--- config.mk ---
export PLATFORM = sky130hd
export DESIGN_NAME = pulse_peak_detector
export DESIGN_NICKNAME = d
export VERILOG_FILES = /design/src/rtl/pulse_peak_detector.sv
export SDC_FILE = /design/constraint.sdc
export NUM_CORES = 1
export LEC_CHECK = 0
export CORE_AREA = 3 3 206 208
export CTS_CLUSTER_DIAMETER = 40
export DETAILED_ROUTE_END_ITERATION = 7
export DIE_AREA = 0 0 209 211
export PLACE_DENSITY = 0.55
export SETUP_SLACK_MARGIN = 0.4
export SYNTH_ARGS = -nofsm -noshare
export SYNTH_HDL_FRONTEND = slang
export SYNTH_SLANG_ARGS = --single-unit
export TNS_END_PERCENT = 30
--- constraint.sdc ---
create_clock -name clk -period 11.95 [get_ports clk]
set_input_delay 1.7925 -clock clk [delete_from_list [all_inputs] [get_ports clk]]
set_output_delay 1.7925 -clock clk [all_outputs]
set_load 0.005 [all_outputs]
--- src/rtl/pulse_peak_detector.sv ---
// Peak finder behind the trapezoidal shaper. It captures the amplitude, timestamp and
// width of each above-threshold pulse and queues the result in a small FWFT event FIFO.
module pulse_peak_detector #(
  parameter int SIZE_FILTER_DATA = 15,
  parameter int THRESHOLD        = 100,
  parameter int HOLDOFF          = 4,
  parameter int TS_WIDTH         = 32,
  parameter int WIDTH_BITS       = 8,
  parameter int FIFO_DEPTH       = 4
) (
  input  logic                          clk,
  input  logic                          reset,
  input  logic signed [SIZE_FILTER_DATA:0] filter_data,
  input  logic                          event_ready,
  output logic                          event_valid,
  output logic signed [SIZE_FILTER_DATA:0] event_amp,
  output logic [TS_WIDTH-1:0]           event_time,
  output logic [WIDTH_BITS-1:0]         event_width,
  output logic [15:0]                   drop_count,
  output logic                          busy
);
  localparam int DW = SIZE_FILTER_DATA + 1;
  localparam int AW = (FIFO_DEPTH > 1) ? $clog2(FIFO_DEPTH) : 1;
  localparam int CW = AW + 1;
  localparam logic signed [DW-1:0] THR       = DW'(THRESHOLD);
  localparam logic [7:0]           HOLD_INIT = 8'(HOLDOFF);
  localparam logic [CW-1:0]        FULL_CNT  = CW'(FIFO_DEPTH);

  localparam logic [1:0] S_IDLE = 2'd0;
  localparam logic [1:0] S_PEAK = 2'd1;
  localparam logic [1:0] S_HOLD = 2'd2;
  localparam logic [1:0] S_WAIT = 2'd3;

  typedef struct packed {
    logic [DW-1:0]         amp;
    logic [TS_WIDTH-1:0]   ts;
    logic [WIDTH_BITS-1:0] width;
  } evt_t;

  logic [1:0]              state;
  logic [TS_WIDTH-1:0]     ts;
  logic signed [DW-1:0]    max_amp;
  logic [TS_WIDTH-1:0]     max_ts;
  logic [WIDTH_BITS-1:0]   width;
  logic [7:0]              hcnt;
  logic                    above;
  logic                    pulse_end;

  assign above     = filter_data >= THR;
  assign pulse_end = (state == S_PEAK) && !above;
  assign busy      = state != S_IDLE;

  always_ff @(posedge clk or posedge reset) begin
    if (reset) begin
      state   <= S_IDLE;
      ts      <= '0;
      max_amp <= '0;
      max_ts  <= '0;
      width   <= '0;
      hcnt    <= '0;
    end else begin
      ts <= ts + TS_WIDTH'(1);
      case (state)
        S_IDLE: if (above) begin
          state   <= S_PEAK;
          max_amp <= filter_data;
          max_ts  <= ts;
          width   <= WIDTH_BITS'(1);
        end
        S_PEAK: if (above) begin
          if (width != '1) width <= width + WIDTH_BITS'(1);
          // strict compare keeps the earliest sample of a flat top
          if (filter_data > max_amp) begin
            max_amp <= filter_data;
            max_ts  <= ts;
          end
        end else begin
          hcnt  <= HOLD_INIT;
          state <= (HOLDOFF == 0) ? S_WAIT : S_HOLD;
        end
        S_HOLD: begin
          hcnt <= hcnt - 8'd1;
          if (hcnt == 8'd1) state <= S_WAIT;
        end
        S_WAIT: if (!above) state <= S_IDLE;
        default: state <= S_IDLE;
      endcase
    end
  end

  // One-deep staging register between the tracker and the FIFO.
  evt_t pend;
  logic pend_vld;

  always_ff @(posedge clk or posedge reset) begin
    if (reset) begin
      pend_vld <= 1'b0;
      pend     <= '0;
    end else begin
      pend_vld <= pulse_end;
      if (pulse_end) begin
        pend.amp   <= max_amp;
        pend.ts    <= max_ts;
        pend.width <= width;
      end
    end
  end

  evt_t          mem [FIFO_DEPTH];
  logic [AW-1:0] wr_ptr, rd_ptr;
  logic [CW-1:0] count;
  logic          full, pop, push, drop;
  evt_t          head;

  assign event_valid = count != '0;
  assign full        = count == FULL_CNT;
  assign pop         = event_valid & event_ready;
  // a pop on the same edge frees the slot, so a full FIFO still accepts
  assign push        = pend_vld & (~full | pop);
  assign drop        = pend_vld & full & ~pop;

  always_ff @(posedge clk) begin
    if (push) mem[wr_ptr] <= pend;
  end

  always_ff @(posedge clk or posedge reset) begin
    if (reset) begin
      wr_ptr     <= '0;
      rd_ptr     <= '0;
      count      <= '0;
      drop_count <= '0;
    end else begin
      if (push) wr_ptr <= wr_ptr + AW'(1);
      if (pop)  rd_ptr <= rd_ptr + AW'(1);
      case ({push, pop})
        2'b10:   count <= count + CW'(1);
        2'b01:   count <= count - CW'(1);
        default: count <= count;
      endcase
      if (drop && drop_count != 16'hFFFF) drop_count <= drop_count + 16'd1;
    end
  end

  assign head        = event_valid ? mem[rd_ptr] : '0;
  assign event_amp   = $signed(head.amp);
  assign event_time  = head.ts;
  assign event_width = head.width;

endmodule
==> impl_metrics.env, run 1 <==
export IMPL_status="finished clean"
export IMPL_die_area_sq_um=44100
export IMPL_gp_congestion=0.754
export IMPL_die_y_um=211
export IMPL_hold_violations=0
export IMPL_ys_warnings_count=0
export IMPL_seq_area_frac_synth=0.688
export IMPL_final_nets=1242
export IMPL_grt_max_degree=86
export IMPL_synth_top_area_cell="edfxtp_1"
export IMPL_grt_overflow_total=0
export IMPL_hp_class="flip-flop to flip-flop"
export IMPL_first_pass_iters=4
export IMPL_cts_reportedPaths_clkPinSlew_ns=0.06
export IMPL_start_kind="flip-flop"
export IMPL_wl_mm=30.9
export IMPL_synth_cell_type_count=51
export IMPL_vdd_drop_max_mv=0.136
export IMPL_drc=0
export IMPL_dominantRegCellSynth="edfxtp_1"
export IMPL_ant_nets=0
export IMPL_fin_crit_ns=5.11
export IMPL_fill_cells=3573
export IMPL_whs_path_depth=2
export IMPL_viasPerCell=4.94
export IMPL_timing_fmax_mhz=196
export IMPL_grt_pass1_vias=9387
export IMPL_synth_async_reset_ratio=0.443
export IMPL_worstMarginPinSlew_ns=0.948
export IMPL_cp_cell_sequence="buf_4 -> mux4_2 -> and2_1 -> clkdlybuf4s50_1"
export IMPL_period_share=0.427
export IMPL_power_leakage_nw=7.93
export IMPL_critical_path_class="flip-flop to primary output"
export IMPL_htreeDepth=2
export IMPL_num_rows=74
export IMPL_cp_end_kind="primary output"
export IMPL_clock_sinks=402
export IMPL_maxSlewViolCount=0
export IMPL_drive_gt1_frac=0.171
export IMPL_vias=8740
export IMPL_die_w_um=209
export IMPL_wl_per_cell_um=17.4
export IMPL_whs_ns=0.465
export IMPL_setup_tns_ns=0
export IMPL_synth_top_cell_area_share=0.414
export IMPL_cap_violations=0
export IMPL_cts_repair_resized=0
export IMPL_syn_area_per_cell_sq_um=15.2
export IMPL_switching_share=0.279
export IMPL_power_frac_seq=0.402
export IMPL_netlist_top_cells_area="edfxtp_1 41%, dfrtp_1 27%, mux4_2 7.8%, nand2_1 3.5%, mux2_2 2.5%"
export IMPL_syn_inst=1070
export IMPL_netlist_area_sq_um=16200
export IMPL_io_buffers=92
export IMPL_rsz0062_at_grt="no"
export IMPL_cts_path_max_buffers=3
export IMPL_worst_path_largest_cell_delay_ns=0.80
export IMPL_hold_buffers=0
export IMPL_cp_data_arrival_time_ns=3.31
export IMPL_coreArea_sq_um=40700
export IMPL_slew_headroom=0.368
export IMPL_grt_pass1_wl_mm=51.0
export IMPL_worstRegToRegCells=8
export IMPL_drtIter0Drc=364
export IMPL_dp_hpwl_mm=18.2
export IMPL_cp_max_fo=31
export IMPL_antenna_found_initial=0
export IMPL_layout_commonest_cell="edfxtp_1"
export IMPL_num_antenna_cells=0
export IMPL_power_frac_comb=0.244
export IMPL_synth_edff_count=224
export IMPL_root_buffer="clkbuf_16"
export IMPL_initial_core_util=0.399
export IMPL_internal_power_mw=3.36
export IMPL_area_growth_syn_to_layout_pct=21.1
export IMPL_cts_inserted_buffers=55
export IMPL_clock_latency_ns=0.58
export IMPL_p_per_area_nw_per_um2=237
export IMPL_cp_required_ns=10.16
export IMPL_power_frac_clock=0.354
export IMPL_setup_viol=0
export IMPL_cts_tree="done"
export IMPL_post_cts_setup_buffers=0
export IMPL_synth_fp_nets=1120
export IMPL_gr_usage_all_layers=0.145
export IMPL_skew_ns=0.0114
export IMPL_slowest_stage="dfrtp_4"
export IMPL_boundaryPins=93
export IMPL_switchingPower_mw=1.30
export IMPL_final_cell_mix="224 x edfxtp_1, 176 x dfrtp_1, 149 x nand2_1"
export IMPL_synth_seq_cells=402
critical path: cells and delay by family (launching register included):
kind | cells | cell delay [ns]
flip-flops | 1 | 0.80
multiplexers | 1 | 0.64
buffers and inverters | 2 | 1.09
AND/OR/NAND/NOR | 1 | 0.18
final cells by class:
cell class / instances / area (sq um) / area share
clock buffers: 75 / 1610 / 0.0816
clock inverters: 28 / 313 / 0.0159
inverters: 40 / 155 / 0.00789
repair buffers: 102 / 996 / 0.0506
multi-input cells: 591 / 4750 / 0.241
flip-flops and latches: 402 / 11200 / 0.569
well taps: 532 / 666 / 0.0338
worst paths after layout:
kind / slack, ns / startpoint / end
max: 6.84 / rd_ptr[0] / event_width[7]
min: 0.47 / max_ts[9] / pend[17]
max reg2reg: 8.90 / max_amp[15] / max_ts[19]
min reg2reg: 0.47 / max_ts[9] / pend[17]
max in group asynchronous: 8.41 / reset / pend[22]
min in group asynchronous: 1.78 / reset / drop_count[5]
cell usage after synthesis (2+ instances only):
library cell  instances
edfxtp_1            224
dfrtp_1             178
nand2_1             150
and2_1               63
mux4_2               56
inv_1                39
nor2_1               38
mux2_2               36
ha_1                 30
xnor2_1              30
o21ai_0              28
xor2_1               26
nand3_1              22
clkbuf_1             19
mux2_1               19
nand4_1              18
nor3_1               13
a21oi_1              11
buf_2                 9
and3_1                8
and4_1                6
buf_1                 4
nor4_1                4
a31oi_1               3
buf_6                 3
or3_1                 3
a21o_1                2
buf_4                 2
mux2i_1               2
nor2b_1               2
or2_2                 2
power groups by stage:
| stage | clock, mW | combinational, mW | sequential, mW |
|---|---|---|---|
| floorplan | 0 | 0.771 | 1.79 |
| CTS | 1.70 | 1.18 | 1.88 |
| global route | 1.76 | 1.27 | 1.91 |
| finish | 1.65 | 1.14 | 1.87 |
| detailed placement | 0 | 1.18 | 1.91 |
| global placement | 0 | 1.17 | 1.90 |
flip-flops by register name, summed over array words and instances, names as in the netlist:
register and count:
count 3, drop_count 16, hcnt 8, max_amp 16, max_ts 32, mem 224, pend 56, pend_vld 1
rd_ptr 2, state 2, ts 32, width 8, wr_ptr 2
per-stage QoR:
step	instance area (sq um)	instances	total power [mW]	util	setup slack, ns
after floorplan	16200	1070	2.56	-	5.33
after global placement	17800	1667	3.07	0.436	6.96
after detailed placement	17800	1667	3.09	0.436	7.00
after CTS	19700	1770	4.76	0.483	6.66
after global routing	19700	1770	4.93	0.483	6.58
final	19700	1770	4.66	0.483	6.84
cells by family (layout without fill, tap and decap cells):
kind of cell,Yosys count,after routing,synth area share
buf+inv,77,245,0.0203
mux,113,113,0.117
fa+ha+maj,31,31,0.0243
compound gates,58,58,0.0216
xor+xnor,56,56,0.0302
flops,402,402,0.688
simple gates,333,333,0.0981
per-layer routing:
layer / global-route usage / vias up / part of all wire
met5: 0 / - / 0
met4: 0.0367 / 0 / 0.017
met3: 0.0371 / 49 / 0.045
met2: 0.249 / 128 / 0.50
met1: 0.185 / 4407 / 0.44
li1: - / 4156 / -
Note: power is estimated with default switching activity, not from simulation.
==> inputs of run 2 (changes only) <==
PLACE_DENSITY = 0.57   (was 0.55)
clock period = 4.2 ns   (was 11.95 ns; I/O delays follow)
==> run 2 against run 1 <==
Total power rose to 2.8 times the previous value. Final area is 0.23% higher. Sequential power increased to 2.9 times the previous value. Wire length grew 0.35%. Clock skew increased by 0.027 ns. Combinational power rose to 2.9 times the previous value. Utilization is 0.11 points higher. Sequential share of layout area decreased by 0.13 points. Critical path depth unchanged. Worst hold slack lost 0.0041 ns. Via count is 0.21% higher. Final cell count is 0.51% higher. Critical endpoint is now event_time[1]. Largest cell class unchanged. Largest power group unchanged.
==> impl_metrics.env, run 2 (synthesis results as in run 1) <==
export IMPL_gr_usage_all_layers=0.146
export IMPL_dp_cells=1671
export IMPL_cp_max_fo=29
export IMPL_grt_overflow_total=0
export IMPL_cts_path_max_buffers=3
export IMPL_htreeDepth=2
export IMPL_hp_class="flip-flop to flip-flop"
export IMPL_vdd_drop_max_mv=0.360
export IMPL_cts_tree="done"
export IMPL_slowest_stage="dfrtp_4"
export IMPL_worstMarginPinSlew_ns=0.933
export IMPL_hold_buffers=0
export IMPL_dp_hpwl_mm=18.3
export IMPL_drc=0
export IMPL_setup_tns_ns=0
export IMPL_grt_pass1_vias=9386
export IMPL_die_area_sq_um=44100
export IMPL_post_cts_setup_buffers=0
export IMPL_p_per_area_nw_per_um2=672
export IMPL_worstRegToRegCells=9
export IMPL_final_cell_mix="224 x edfxtp_1, 176 x dfrtp_1, 149 x nand2_1"
export IMPL_cp_required_ns=3.57
export IMPL_setup_viol=0
export IMPL_crit_family="flip-flops"
export IMPL_p_total_mw=13.2
export IMPL_initial_core_util=0.399
export IMPL_ant_nets=0
export IMPL_wl_per_cell_um=17.4
export IMPL_grt_max_degree=73
export IMPL_skew_ns=0.0382
export IMPL_final_nets=1248
export IMPL_clock_latency_ns=0.60
export IMPL_clock_sinks=402
export IMPL_gp_congestion=0.750
export IMPL_final_cells=1779
export IMPL_die_w_um=209
export IMPL_area_growth_syn_to_layout_pct=21.4
export IMPL_largest_reg_flops=224
export IMPL_cp_end_kind="primary output"
export IMPL_first_pass_iters=4
export IMPL_cp_data_arrival_time_ns=2.90
export IMPL_layout_commonest_cell="edfxtp_1"
export IMPL_cts_inserted_buffers=57
export IMPL_timing_fmax_mhz=283
export IMPL_whs_path_depth=2
export IMPL_root_buffer="clkbuf_16"
export IMPL_drtIter0Drc=371
export IMPL_antenna_found_initial=0
export IMPL_die_y_um=211
export IMPL_fill_cells=3555
export IMPL_boundaryPins=93
export IMPL_largest_register="mem"
export IMPL_worst_path_largest_cell_delay_ns=0.79
export IMPL_status="finished clean"
export IMPL_drive_gt1_frac=0.179
export IMPL_start_kind="flip-flop"
export IMPL_place_ws_ns=0.687
export IMPL_cap_violations=0
export IMPL_worstReg2RegEnd="max_ts[19]"
export IMPL_cp_cell_sequence="buf_12 -> mux4_2 -> and2_1 -> clkdlybuf4s50_1"
export IMPL_largest_registers="mem x224, pend x56"
export IMPL_hold_path_startpoint="max_ts[27]"
export IMPL_maxSlewViolCount=0
export IMPL_hold_end="pend[35]"
export IMPL_critPathBufInv=2
export IMPL_period_share=0.841
export IMPL_viasPerCell=4.92
export IMPL_setup_ws_ns=0.667
export IMPL_rr_startpoint="max_amp[1]"
export IMPL_io_buffers=92
export IMPL_hold_violations=0
export IMPL_ff2ff_setup_slack_ns=1.40
export IMPL_fin_crit_ns=3.53
export IMPL_power_leakage_nw=7.95
export IMPL_num_antenna_cells=0
export IMPL_cts_repair_resized=0
export IMPL_rsz0062_at_grt="no"
export IMPL_critical_path_class="flip-flop to primary output"
export IMPL_grt_pass1_wl_mm=51.9
export IMPL_vias=8758
export IMPL_coreArea_sq_um=40700
export IMPL_cts_reportedPaths_clkPinSlew_ns=0.06
export IMPL_wl_mm=31.0
export IMPL_num_rows=74
export IMPL_slew_headroom=0.377
## run 2: worst max-delay path by stage
stage / from / to / slack (ns) / depth (start not counted)
6_report: rd_ptr[0] / event_time[1] / 0.67 / 4
4_1_cts: rd_ptr[0] / event_time[1] / 0.52 / 4
3_3_place_gp: filter_data[1] / max_ts[24] / 0.74 / 9
3_5_place_dp: filter_data[1] / max_ts[30] / 0.69 / 9
5_1_grt: rd_ptr[0] / event_time[1] / 0.45 / 4
2_1_floorplan: reset / count[0] / 1.29 / 1
## run 2: metal layers
metal	global-route usage	wire length, um
met5	0	0
met3	0.0284	1170
met2	0.237	14700
met1	0.199	14300
met4	0.0533	839
## run 2: per-stage QoR
stage	util	hold slack [ns]	cell area, sq um
after floorplan	-	0.433	16200
after global placement	0.438	0.449	17800
after detailed placement	0.438	0.452	17800
after CTS	0.484	0.466	19700
after global routing	0.484	0.491	19700
final	0.484	0.461	19700
## run 2: final cells by class
cell class,instances,area [sq um],area share
sequential,402,11200,0.567
multi-input combinational,591,4750,0.241
clock buffer,64,1520,0.0769
timing repair buffer,106,1080,0.0546
tap,532,666,0.0338
clock inverter,44,370,0.0188
inverter,40,154,0.00781
## run 2: report_power, final
group / internal, mW / leakage (nW) / switching [mW]
logic: 1.85 / 2.54 / 1.46
registers: 4.80 / 4.48 / 0.523
clock network: 2.77 / 0.927 / 1.84
total: 9.42 / 7.95 / 3.83
## run 2: worst reg2reg max path, cell delays in order (launching register included)
cell       delay [ns]
dfrtp_1          0.37
inv_1            0.11
ha_1             0.25
nor2b_1          0.15
o211ai_2         0.16
a2111oi_0        0.11
or4_1            0.53
a21oi_4          0.15
buf_4            0.43
mux2_2           0.43
==> inputs of run 3 (changes only) <==
PLACE_DENSITY = 0.55   (was 0.57)
clock period = 3.6 ns   (was 4.2 ns; I/O delays follow)
==> run 3 against run 2 <==
Final cell count rose by 0.28%. Clock power rose by 19%. Sequential cell count did not move. Clock-buffer cell count fell by 2. Register-to-register slack got worse by 0.37 ns. Global-route usage fell by 0.16 points. Via count barely moved. Die area did not move. Total power rose by 18%. Worst hold slack got worse by 0.21 ns. Final area rose by 0.95%. Highest routed layer unchanged.
==> impl_metrics.env, run 3 (synthesis results as in run 1) <==
export IMPL_critical_path_class="flip-flop to primary output"
export IMPL_wl_mm=31.0
export IMPL_hp_class="input pin to async pin"
export IMPL_clock_sinks=402
export IMPL_p_total_mw=15.7
export IMPL_cap_violations=0
export IMPL_ant_nets=0
export IMPL_final_cells=1784
export IMPL_gr_usage_met2=0.242
export IMPL_viasPerCell=4.91
export IMPL_status="finished clean"
export IMPL_antenna_found_initial=0
export IMPL_rsz0062_at_grt="yes"
export IMPL_hold_violations=0
export IMPL_layout_commonest_cell="edfxtp_1"
export IMPL_gr_usage_all_layers=0.145
export IMPL_dp_hpwl_mm=19.3
export IMPL_largest_registers="mem x224, pend x56"
export IMPL_start_kind="flip-flop"
export IMPL_boundaryPins=93
export IMPL_cts_tree="done"
export IMPL_grt_pass1_wl_mm=50.8
export IMPL_num_antenna_cells=0
export IMPL_grt_overflow_total=0
export IMPL_setup_viol=0
export IMPL_vias=8759
export IMPL_grt_max_degree=74
export IMPL_grtUsageMet3=0.0333
export IMPL_largest_register="mem"
export IMPL_vdd_drop_max_mv=0.472
export IMPL_cp_required_ns=3.06
export IMPL_grt_pass1_vias=9290
export IMPL_clock_latency_ns=0.59
export IMPL_die_area_sq_um=44100
export IMPL_fill_cells=3534
export IMPL_wl_per_cell_um=17.4
export IMPL_power_leakage_nw=8.02
export IMPL_fin_crit_ns=3.09
export IMPL_die_w_um=209
export IMPL_coreArea_sq_um=40700
export IMPL_use_met1=0.192
export IMPL_multiInputGateArea_sq_um=4750
export IMPL_seqCellArea_sq_um=11200
export IMPL_setup_tns_ns=0
export IMPL_worstMarginPinSlew_ns=0.770
export IMPL_drive_gt1_frac=0.182
export IMPL_worstRegToRegCells=9
export IMPL_first_pass_iters=6
export IMPL_cts_path_max_buffers=3
export IMPL_htreeDepth=2
export IMPL_slew_headroom=0.487
export IMPL_num_rows=74
export IMPL_skew_ns=0.0208
export IMPL_cp_end_kind="primary output"
export IMPL_cts_reportedPaths_clkPinSlew_ns=0.05
export IMPL_final_nets=1256
export IMPL_setup_ws_ns=0.507
export IMPL_area_growth_syn_to_layout_pct=22.5
export IMPL_maxSlewViolCount=0
export IMPL_cp_data_arrival_time_ns=2.55
export IMPL_root_buffer="clkbuf_16"
export IMPL_timing_fmax_mhz=323
export IMPL_initial_core_util=0.399
export IMPL_largest_reg_flops=224
export IMPL_cp_max_fo=21
export IMPL_period_share=0.859
export IMPL_io_buffers=92
export IMPL_final_cell_mix="224 x edfxtp_1, 176 x dfrtp_1, 149 x nand2_1"
export IMPL_dp_cells=1677
export IMPL_place_ws_ns=0.411
export IMPL_gp_congestion=0.804
export IMPL_busiest_layer="met2"
export IMPL_drtIter0Drc=405
export IMPL_cts_inserted_buffers=54
export IMPL_p_per_area_nw_per_um2=788
export IMPL_whs_ns=0.255
export IMPL_drc=0
export IMPL_die_y_um=211
-- run 3: changes by cell type in the layout (fill, tap and decap cells not counted), sizes merged --
cell    delta
bufinv     +4
clkinv     -8
buf       +10
clkbuf     -1
-- run 3: per-stage QoR --
| step | util | area, sq um |
|---|---|---|
| floorplan | - | 16200 |
| global placement | 0.440 | 17900 |
| global route | 0.489 | 19900 |
| detailed placement | 0.440 | 17900 |
| CTS | 0.488 | 19900 |
| finish | 0.489 | 19900 |
-- run 3: per-layer routing --
layer / part of all wire / up-vias
li1: - / 4169
met1: 0.45 / 4408
met2: 0.49 / 131
met3: 0.040 / 51
met4: 0.019 / 0
met5: 0 / -
-- run 3: power breakdown --
group	switching [mW]	total (mW)	leakage [nW]	internal [mW]
Clock	2.11	5.49	0.920	3.38
Sequential	0.404	6.00	4.48	5.60
Combinational	1.92	4.20	2.62	2.27
-- run 3: final cells by class --
class                      count  area share
clock buffer                  62      0.0725
clock inverter                40      0.0230
inverter                      40     0.00773
multi-input combinational    591       0.239
sequential                   402       0.562
tap                          532      0.0334
timing repair buffer         117      0.0626
-- run 3: path summary, 6_finish.rpt --
check,startpoint,to,slack [ns]
worst max-delay path,rd_ptr[0],event_time[9],0.51
worst min register to register,max_ts[27],pend[35],0.46
min in group clk,max_ts[27],pend[35],0.46
max in group asynchronous,reset,max_amp[1],2.54
worst max register to register,max_amp[1],max_ts[22],1.03
worst min-delay path,reset,wr_ptr[0],0.25
-- run 3: what timing repair did --
item,CTS,global route
endpoints found under the setup margin,56,1
gates resized for setup,1,0
buffers inserted,4,0
hold buffers,0,0
gates cloned,0,1
-- run 3: critical path: stages (launching register included) --
cell             delay, ns
dfrtp_4               0.56
buf_12                0.25
mux4_2                0.55
and2_1                0.17
clkdlybuf4s50_1       0.43
==> edit 1: new RTL, config.mk and constraints of run 2 <==
Set the parameter `FIFO_DEPTH` to 2 (it was 4).
--- a/src/rtl/pulse_peak_detector.sv
+++ b/src/rtl/pulse_peak_detector.sv
@@ -6,7 +6,7 @@
   parameter int HOLDOFF          = 4,
   parameter int TS_WIDTH         = 32,
   parameter int WIDTH_BITS       = 8,
-  parameter int FIFO_DEPTH       = 4
+  parameter int FIFO_DEPTH       = 2
 ) (
   input  logic                          clk,
   input  logic                          reset,
Check against the original RTL: no difference found for any inputs over 4 cycles, from zero or initial values and one cycle with reset high; that may be too few to reach the edited logic, so the function may still have changed.
==> edit 1 against run 2 <==
  * First-iteration DRC count fell by 8.9%
  * Via count fell by 19%
  * Sequential power fell by 29%
  * Sequential cell count fell by 115
  * Routed wire length fell by 21%
  * Synthesized area fell by 27%
  * Design area fell by 25%
  * Non-clock buffer count rose by 4
  * Setup slack improved by 0.29 ns
  * Critical path depth did not move
  * Total power fell by 31%
  * Critical endpoint is now event_time[31]
  * Largest cell class unchanged
==> edit 1: results (changes against run 2) <==
vias in the first global route 7,301 (-22%); worst-path maximum fanout 39 (+34%); Setup Fix Bufs, Post-CTS 0 (unchanged); Wirelength per Cell 15.08 µm (-13%); switching part of the total power 30.33% (+1.4 points); CTS root buf clkbuf_16; Syn Nets 978 (-13%); Reg clk slew, reported paths 0.06 ns (about the same); Seq/Total Area, Yosys 65.04% (-3.8 points); Yosys warning count 0 (unchanged); first-pass GRT wire length 39,700 µm (-23%); actual slew at the worst max-slew pin 0.8855 ns (-0.04771 ns); status finished clean; synth cell count leaders dfrtp_1 (175), nand2_1 (152), edfxtp_1 (112), nor2_1 (87), mux2i_1 (58); initial antenna violation count 0 (unchanged); CTS H-tree depth 2 (unchanged); top post-synthesis cells by area dfrtp_1 (37%), edfxtp_1 (28%), mux2i_1 (4.9%); FFs w/ async S/R, synth 60.98% (+17 points); port buffer count 92 (unchanged); initial drt markers 338 (-8.9%); Worst-Skew Late Latency 0.53 ns (-0.07 ns); pin count of the biggest net entering global routing 62 (-15%); delay-heaviest family, CP flip-flops; global placement routability congestion 0.7621 (+1.6%); total global-route track usage 11.14% (-3.5 points); Regs by FF count mem: 112 flops, pend: 56 flops; drt via density 4.407 (-10%); total leakage power 6.406 nW (-19%); delay of the slowest cell on the worst path 0.93 ns (+0.14 ns); Layout Nets 1,098 (-12%); Netlist cell types 55 (+7.8%); crit path max-delay cell type dfrtp_4; Longest Clk Path Bufs 3 (unchanged); worst vdd ir 0.0003503 V (-2.6%); critical path data arrival time 2.61 ns (-0.29 ns); layout cells sized above 1 14.39% (-3.5 points); worst hold path type reg -> reg; worst clock skew 0.01302 ns (-0.02516 ns); Resize count post-CTS 0 (unchanged); Num CTS Buffers 41 (-28%); antenna fix cells 0 (unchanged); # fillers 3,973 (+12%); DRT Pass-1 Iters 5 (+1); HPWL Detailed 16,260 µm (-11%); Post-synth EDFFs 112 (-50%)
-- edit 1: changes by cell type after synthesis, moves of 9 or more --
| cell | change |
|---|---|
| edfxtp_1 | -112 |
| mux2_1 | -19 |
| mux4_2 | -56 |
| and2_1 | -59 |
| inv_1 | -9 |
| mux2_4 | +19 |
| nor2_1 | +49 |
| mux2i_1 | +56 |
-- edit 1: layout make-up --
type | instances | area, µm² | share of cell area [%]
Multi-Input combinational cell | 582 | 3913 | 26.34
Sequential cell | 287 | 7746 | 52.16
Inverter | 32 | 123.9 | 0.8340
Timing Repair Buffer | 110 | 1081 | 7.279
Clock buffer | 47 | 1079 | 7.262
Tap cell | 532 | 665.6 | 4.482
Clock inverter | 26 | 244.0 | 1.643
-- edit 1: tightest hold or removal path, cell delays in order, from the launching register on --
cell and delay, ns:
dfrtp_1 0.34, nand2_1 0.05, nand2_1 0.05
-- edit 1: metrics by stage --
stage	worst slack [ns]	std cells	hold slack (ns)	cell area (µm²)
global placement	0.6022	1543	0.4438	13530
detailed placement	0.6162	1543	0.4554	13530
global route	0.7900	1616	0.4872	14850
finish	0.9605	1616	0.4645	14850
CTS	0.8658	1616	0.4649	14850
floorplan	0.5772	934	0.4331	11910
-- edit 1: routing by layer --
layer / GRT usage, % / vias up / share of wire [%]
met4: 3.741 / 0 / 2.2
met3: 2.228 / 37 / 3.6
li1: - / 3516 / -
met5: 0 / - / 0
met2: 19.00 / 100 / 49
met1: 14.27 / 3469 / 45
-- edit 1: power groups by stage --
stage | Sequential (W) | Combinational, W | Clock (W)
after floorplan | 0.00367 | 0.00151 | 0
after global placement | 0.00384 | 0.00216 | 0
after detailed placement | 0.00386 | 0.00218 | 0
after CTS | 0.00381 | 0.00219 | 0.00338
after global routing | 0.00387 | 0.00238 | 0.00350
final | 0.00380 | 0.00212 | 0.00328
-- edit 1: final timing paths --
kind / to / cells after the start / from / slack [ns]
worst min register to register: pend[28]$_DFFE_PP0P_ / 2 / max_ts[20]$_DFFE_PP0P_ / 0.46
worst max-delay path: event_time[31] / 4 / rd_ptr$_DFFE_PP0P_ / 0.96
worst min-delay path: pend[28]$_DFFE_PP0P_ / 2 / max_ts[20]$_DFFE_PP0P_ / 0.46
worst max register to register: max_ts[14]$_DFFE_PP0P_ / 9 / max_amp[1]$_DFFE_PP0P_ / 1.36
max in group asynchronous: pend[10]$_DFFE_PP0P_ / 3 / reset / 2.72
min in group asynchronous: ts[13]$_DFF_PP0_ / 2 / reset / 0.63
-- edit 1: cells by family (layout without fill, tap and decap cells) --
group           count (synthesis)  after routing  share of synthesized area [%]
simple gates                  323            323                          11.84
flops                         287            287                          65.04
mux                           114            114                          10.77
compound gates                 71             71                          3.858
buf+inv                        65            215                          2.260
xor+xnor                       49             49                          3.605
fa+ha+maj                      25             25                          2.628
==> edit 2: new RTL, settings of run 2 <==
Made on the original files. Make the reset (`reset`) synchronous in 3 clocked blocks.
--- a/src/rtl/pulse_peak_detector.sv
+++ b/src/rtl/pulse_peak_detector.sv
@@ -50,7 +50,7 @@
   assign pulse_end = (state == S_PEAK) && !above;
   assign busy      = state != S_IDLE;
 
-  always_ff @(posedge clk or posedge reset) begin
+  always_ff @(posedge clk) begin
     if (reset) begin
       state   <= S_IDLE;
       ts      <= '0;
@@ -92,7 +92,7 @@
   evt_t pend;
   logic pend_vld;
 
-  always_ff @(posedge clk or posedge reset) begin
+  always_ff @(posedge clk) begin
     if (reset) begin
       pend_vld <= 1'b0;
       pend     <= '0;
@@ -123,7 +123,7 @@
     if (push) mem[wr_ptr] <= pend;
   end
 
-  always_ff @(posedge clk or posedge reset) begin
+  always_ff @(posedge clk) begin
     if (reset) begin
       wr_ptr     <= '0;
       rd_ptr     <= '0;
Formal check against the unedited RTL: differs if reset is asserted again (counterexample within 4 cycles, from zero or initial values and one cycle with reset high); with reset held inactive, the same outputs for 4 cycles.
==> edit 2 against run 2 <==
  * Register-to-register slack better by 0.05 ns
  * Total power down 20%
  * Global-route usage up 0.66 points
  * Core utilization down 0.32 points
  * Setup slack better by 0.21 ns
  * Design area down 0.66%
  * Sequential cell count up 2
  * Routed wire length up 8.3%
  * First-iteration DRC count up 28%
  * Clock skew down 0.014 ns
  * Synthesized area up 0.53%
  * Cell count up 9.7%
  * Critical path depth unchanged
==> edit 2: results (changes against run 2) <==
Layout Nets 1,426 (+14%); DRT Pass-1 Iters 5 (+1); worst setup path end event_amp[5]; logic gate share of total power 17.6% (-7.4 points); pin count of the biggest net entering global routing 82 (+12%); top post-synthesis cells by area edfxtp_1 (41%), dfxtp_1 (22%), mux4_2 (7.7%); hold endpoint pend[23]$_SDFFE_PP0P_; layout cells sized above 1 15.50% (-2.4 points); hold_ws 0.4556 ns (-0.005367 ns); status finished clean; Netlist cell types 58 (+14%); worst vdd ir 0.0002958 V (-18%); vias in the first global route 9,964 (+6.2%); Reg clk slew, reported paths 0.06 ns (about the same); total leakage power 6.185 nW (-22%); Syn Nets 1,334 (+19%); initial antenna violation count 1 (+1); Compound-Gate Fraction of Synth Area 8.276% (+6.1 points); post-synthesis mux area share 7.916% (-3.8 points); Worst-Skew Late Latency 0.58 ns (-0.02 ns); Post-Place Setup Slack 0.6849 ns (-0.002037 ns); actual slew at the worst max-slew pin 0.9134 ns (-0.01984 ns); total global-route track usage 15.31% (+0.66 points); Post-Synth Adder-Cell Area 2.421% (-0.013 points); Seq pwr share 41.9% (+1.7 points); Synth Area per Inst 12.72 µm² (-16%); worst clock skew 0.02389 ns (-0.01429 ns); initial drt markers 475 (+28%); fmax 300.9 MHz (+6.3%); FFs w/ async S/R, synth 0% (-44 points); HPWL Detailed 20,290 µm (+11%); cell internal pwr 0.007741 W (-18%); worst-path maximum fanout 15 (-48%); reg-to-reg slack, setup 1.45 ns (+0.05 ns); crit path max-delay cell type dfxtp_4; global placement routability congestion 0.7674 (+2.3%); critical path data arrival time 2.69 ns (-0.21 ns); area post-placement 0.01788 mm² (+0.27%); Longest Clk Path Bufs 3 (unchanged); Post-Route WL 33,530 µm (+8.3%); synth cell count leaders edfxtp_1 (224), dfxtp_1 (180), nand2_1 (145), a21oi_1 (124), nor2_1 (75); Worst R2R End max_amp[14]$_SDFFE_PP0P_; XOR/XNOR Fraction of Synth Area 2.575% (-0.45 points); first-pass GRT wire length 54,230 µm (+4.5%); drt via density 5.085 (+3.3%); Seq/Total Area, Yosys 63.26% (-5.6 points); R2R Path Start max_amp[7]$_SDFFE_PP0P_; Placed Cells 1,854 (+11%); combinational power 0.00186 W (-44%); startpoint of the worst hold path max_ts[15]$_SDFFE_PP0P_; delay of the slowest cell on the worst path 0.58 ns (-0.21 ns); Wirelength per Cell 17.19 µm (-1.3%); Num CTS Buffers 52 (-8.8%); delay-heaviest family, CP buffers and inverters
[edit 2: cell types whose count changed in the layout (fill, tap and decap cells not counted), moves of 10 or more]
cell and change:
dfxtp_1 +178, dfrtp_1 -176, a21oi_1 +113, nand3_1 +51, a21bo_2 +42, nor2_1 +36, mux2_2 -35, o21ai_0 -20
mux2_1 -19, xnor2_1 -12, clkbuf_1 +10, clkinv_2 -10
[edit 2: area by class of cell]
type                    instances  area (µm²)
clock buffers                  67        1389
flip-flops and latches        404       10340
fillers                      3637       21150
inverters                      38       142.6
well taps                     532       665.6
clock inverters                30       319.1
multi-input cells             769        5545
repair buffers                111        1186
[edit 2: tightest hold or removal path, stage by stage, from the launching register on]
cell and delay (ns):
dfxtp_1 0.31, nand2_1 0.06, a21oi_1 0.05
[edit 2: per-layer routing]
layer  vias to the layer above  part of all wire (%)  track usage [%]
met5                         -                 0.036                0
met3                        57                   4.2            3.074
met1                      4864                    45            19.91
li1                       4857                     -                -
met2                       140                    48            25.80
met4                         2                   2.2            5.242
